**config.mk**
```make
export PLATFORM = sky130hd
export DESIGN_NAME = dmem_arbiter
export DESIGN_NICKNAME = d
export VERILOG_FILES = /design/src/rtl/dmem_arbiter.sv
export SDC_FILE = /design/constraint.sdc
export NUM_CORES = 1
export LEC_CHECK = 0
export ABC_AREA = 1
export CAP_MARGIN = 15
export CORE_AREA = 2 2 340 342
export DETAILED_ROUTE_END_ITERATION = 7
export DIE_AREA = 0 0 342 344
export GPL_TIMING_DRIVEN = 0
export PLACE_DENSITY = 0.3
export SLEW_MARGIN = 20
export SYNTH_ARGS = -nofsm -noshare
export SYNTH_HDL_FRONTEND = slang
export SYNTH_SLANG_ARGS = --single-unit
```
**constraint.sdc**
```tcl
create_clock -name clock -period 3.9 [get_ports clock]
set_clock_uncertainty 0.15 [all_clocks]
set_input_delay 0.975 -clock clock [delete_from_list [all_inputs] [get_ports clock]]
set_output_delay 0.975 -clock clock [all_outputs]
set_load 0.005 [all_outputs]
```
**src/rtl/dmem_arbiter.sv**
```systemverilog
// dmem_arbiter: shares one data-memory port between the icache (port 0) and
// the dcache (port 1). One block transaction at a time; the grant is held until
// the memory returns ready, with a response watchdog that flags a hung memory.
//
// Optional feature macro: DMEM_ARB_RR_EN
//   defined     -> round-robin arbitration under contention
//   not defined -> fixed priority, dcache (port 1) wins contention
module dmem_arbiter #(
  parameter int unsigned TIMEOUT_CYCLES = 15
) (
  input  logic         clock,
  input  logic         reset,
  // port 0 (icache) request / response
  input  logic         ic_req_valid,
  input  logic         ic_req_rw,
  input  logic [31:0]  ic_req_addr,
  input  logic [127:0] ic_req_data,
  output logic         ic_resp_ready,
  output logic [127:0] ic_resp_data,
  // port 1 (dcache) request / response
  input  logic         dc_req_valid,
  input  logic         dc_req_rw,
  input  logic [31:0]  dc_req_addr,
  input  logic [127:0] dc_req_data,
  output logic         dc_resp_ready,
  output logic [127:0] dc_resp_data,
  // memory side
  output logic         mem_req_valid,
  output logic         mem_req_rw,
  output logic [31:0]  mem_req_addr,
  output logic [127:0] mem_req_data,
  input  logic         mem_data_ready,
  input  logic [127:0] mem_data_data,
  // status
  output logic         busy,
  output logic         grant_id,
  output logic         arb_error
);

  typedef enum logic {StIdle, StBusy} state_e;

  localparam logic [7:0] WdLimit = 8'(TIMEOUT_CYCLES - 1);

  state_e     state_q;
  // grant_id and last_grant are always loaded together with the same value,
  // so a single flop carries both.
  logic       last_grant_q;
  logic [7:0] wd_count_q;
  logic       arb_error_q;
  logic       winner;

  // Pick the winner among the ports requesting in IDLE
  always_comb begin
    winner = dc_req_valid;
`ifdef DMEM_ARB_RR_EN
    if (ic_req_valid && dc_req_valid) begin
      winner = ~last_grant_q;
    end
`endif
  end

  // Arbiter FSM with grant register and response watchdog
  always_ff @(posedge clock or posedge reset) begin
    if (reset) begin
      state_q      <= StIdle;
      last_grant_q <= 1'b0;
      wd_count_q   <= 8'd0;
      arb_error_q  <= 1'b0;
    end else begin
      unique case (state_q)
        StIdle: begin
          if (ic_req_valid || dc_req_valid) begin
            state_q      <= StBusy;
            last_grant_q <= winner;
            wd_count_q   <= 8'd0;
          end
        end
        StBusy: begin
          // ready beats a coincident timeout
          if (mem_data_ready) begin
            state_q <= StIdle;
          end else if (wd_count_q == WdLimit) begin
            arb_error_q <= 1'b1;
            state_q     <= StIdle;
          end else begin
            wd_count_q <= wd_count_q + 8'd1;
          end
        end
        default: state_q <= StIdle;
      endcase
    end
  end

  // Live request pass-through and same-cycle response steering while BUSY
  always_comb begin
    mem_req_valid = 1'b0;
    mem_req_rw    = 1'b0;
    mem_req_addr  = 32'd0;
    mem_req_data  = 128'd0;
    ic_resp_ready = 1'b0;
    ic_resp_data  = 128'd0;
    dc_resp_ready = 1'b0;
    dc_resp_data  = 128'd0;
    if (state_q == StBusy) begin
      if (last_grant_q) begin
        mem_req_valid = dc_req_valid;
        mem_req_rw    = dc_req_rw;
        mem_req_addr  = dc_req_addr;
        mem_req_data  = dc_req_data;
        if (mem_data_ready) begin
          dc_resp_ready = 1'b1;
          dc_resp_data  = mem_data_data;
        end
      end else begin
        mem_req_valid = ic_req_valid;
        mem_req_rw    = ic_req_rw;
        mem_req_addr  = ic_req_addr;
        mem_req_data  = ic_req_data;
        if (mem_data_ready) begin
          ic_resp_ready = 1'b1;
          ic_resp_data  = mem_data_data;
        end
      end
    end
  end

  assign busy      = (state_q == StBusy);
  assign grant_id  = last_grant_q;
  assign arb_error = arb_error_q;

endmodule

```
==> impl_metrics.yaml <==
status:
  outcome: "finished clean"
timing:
  finalCriticalPeriod_ns: 3.84
  slew_violations: 0
  relSlewSlack: 0.407
  max_freq_mhz: 260
  worstMarginPinSlew_ns: 0.883
  setup_tns_ns: 0
  setup_slack_ns: 0.0563
  period_share: 0.986
  setup_viol: 0
  hold_viol: 0
clock_tree:
  clockRootBuffer: "clkbuf_16"
  cts.sinks: 11
  cts_buffers: 3
  clk_pin_slew_ns: 0.05
  clk_latency_ns: 0.24
  htreeDepth: 1
  tritoncts: "done"
  clockBufferDepth: 2
grt:
  grt_use_total: 0.122
  grt_antenna_before_repair: 17
  grt_pass1_wl_mm: 95.5
  overflow: 0
  grt_pass1_vias: 9467
  grt_max_degree: 12
floorplanning:
  placementRows: 124
  die_area_sq_mm: 0.118
  die_w_um: 342
  initial_utilization: 0.0341
  core_area_sq_mm: 0.114
  die_h_um: 344
  num_io_pins: 878
final_layout:
  drive_gt1_frac: 0.0669
  areaGrowthSynthToFinish_pct: 290
  final_cell_mix: "clkdlybuf4s50_1, nor2_1, a22o_1"
  fillCellCount: 13200
  final_util: 0.133
  finalNetCount: 2057
  mostFrequentLayoutCell: "clkdlybuf4s50_1"
drt:
  initialDrtViolationCount: 381
  wire_per_inst_um: 25.0
  wirelength_mm: 77.8
  vias: 8818
  via_per_inst: 2.83
  dr.pass1.iters: 5
  route.detailed.drc: 0
  ant_nets: 0
yosys:
  synthesis.area_sq_mm: 0.00388
  ys_warn_count: 0
  synth.area.top_cells: "a22o_1, nor2_1, inv_1, dfrtp_1, buf_2"
  synth_top_area_frac: 0.363
  yosysSeqAreaShare: 0.0709
  ys_ff_latch: 11
  synth_cells: 703
  yosysTopAreaCell: "a22o_1"
  syn_avg_cell_area_sq_um: 5.52
  syn_nets: 1160
  ys_types: 20
place:
  io_buffers: 877
  gp_congestion: 0.900
  hpwl_mm: 70.7
  place_worst_setup_slack_ns: -0.861
pwr:
  p_seq_frac: 0.030
  p_leak_nw: 7.87
  p_clk_frac: 0.038
  power.density_mw_per_mm2: 332
  swShare: 0.504
  p_int_mw: 2.50
  peakVddDrop_mv: 0.134
  p_sw_mw: 2.54
  combPwrFrac: 0.932
critical_path:
  cp-start-kind: "register"
  reg2reg_depth: 5
  endpoint_kind: "primary output"
  critPathRequiredTime_ns: 2.77
  arrival_ns: 2.72
  path_max_fanout: 10
  worst-r2r-setup-slack_ns: 1.97
  critPathKind: "register to primary output"
min_path:
  min_path_type: "register to register"
  min_path_cells: 1
flow_run:
  maxCapViolCount: 0
==> power by group through the flow <==
stage	sequential (mW)	combinational (mW)	clock, mW
final	0.153	4.69	0.191
after detailed placement	0.154	4.73	0
after floorplan	0.150	1.26	0
after global placement	0.153	4.77	0
after global routing	0.155	5.05	0.201
after CTS	0.152	4.83	0.194
==> worst max-delay path: stages, from the launching register on <==
cell,delay [ns]
dfrtp_1,0.41
inv_2,0.14
nor2_4,0.16
buf_12,0.16
buf_4,0.18
clkbuf_1,0.42
a22o_1,0.40
clkdlybuf4s50_1,0.58
==> per-layer routing <==
layer | up-vias | global-route usage | wire [um] | part of all wire
met3 | 27 | 0.0533 | 9140 | 0.12
li1 | 4069 | - | - | -
met2 | 573 | 0.195 | 34200 | 0.44
met4 | 0 | 0.00777 | 563 | 0.0072
met5 | - | 0 | 0 | 0
met1 | 4149 | 0.158 | 33900 | 0.44
==> final cells by class <==
type / count / area, sq um / share of cell area
antenna: 7 / 17.5 / 0.00116
sequential: 11 / 275 / 0.0182
clock inverter: 1 / 5.00 / 0.000330
timing repair buffer: 892 / 8990 / 0.593
inverter: 141 / 536 / 0.0353
tap: 1512 / 1890 / 0.125
multi-input combinational: 487 / 2810 / 0.185
clock buffer: 3 / 75.1 / 0.00495
buffer: 64 / 568 / 0.0375
==> final timing paths <==
path | startpoint | to
min reg2reg | arb_error | arb_error
max reg2reg | busy | wd_count_q[5]
min in group asynchronous | reset | wd_count_q[6]
min | arb_error | arb_error
max in group asynchronous | reset | wd_count_q[3]
max | busy | mem_req_data[29]
==> through the flow <==
| step | hold WS, ns | instances | power (mW) | instance area [sq um] |
|---|---|---|---|---|
| floorplan | 0.316 | 703 | 1.41 | 3880 |
| global placement | 0.323 | 3092 | 4.93 | 14600 |
| detailed placement | 0.326 | 3092 | 4.89 | 14600 |
| CTS | 0.350 | 3103 | 5.18 | 14800 |
| global route | 0.384 | 3113 | 5.41 | 15200 |
| finish | 0.345 | 3118 | 5.04 | 15200 |
==> cell usage after synthesis, drive strengths merged <==
cell / instances
nor2: 268
clkbuf: 17
nor3b: 2
inv: 141
nor3: 2
o21ai: 5
xor2: 1
a22o: 161
a31o: 1
o21bai: 2
ha: 2
dfrtp: 11
buf: 47
nand2: 31
nand3: 12
==> kinds of logic (layout without fill, tap and decap cells) <==
logic type | Yosys count | after routing | synth area share
adder cells (fa/ha/maj) | 2 | 2 | 0.00644
flip-flops | 11 | 11 | 0.0709
other | 0 | 7 | 0
buffers and inverters | 205 | 1101 | 0.230
AO/OA/AOI/OAI | 169 | 169 | 0.376
AND/OR/NAND/NOR | 315 | 315 | 0.315
XOR/XNOR | 1 | 1 | 0.00226
==> timing repair <==
item,CTS,global route
hold buffers,0,0
gates resized for setup,204,92
setup endpoints to repair,351,157
gates cloned,0,1
pin swaps,2,0
buffers inserted,7,7
==> state kept, by name, indices dropped and copies added (netlist names) <==
name	flops
wd_count_q	8
grant_id	1
arb_error	1
busy	1
Power figures use the tool's default switching activity.
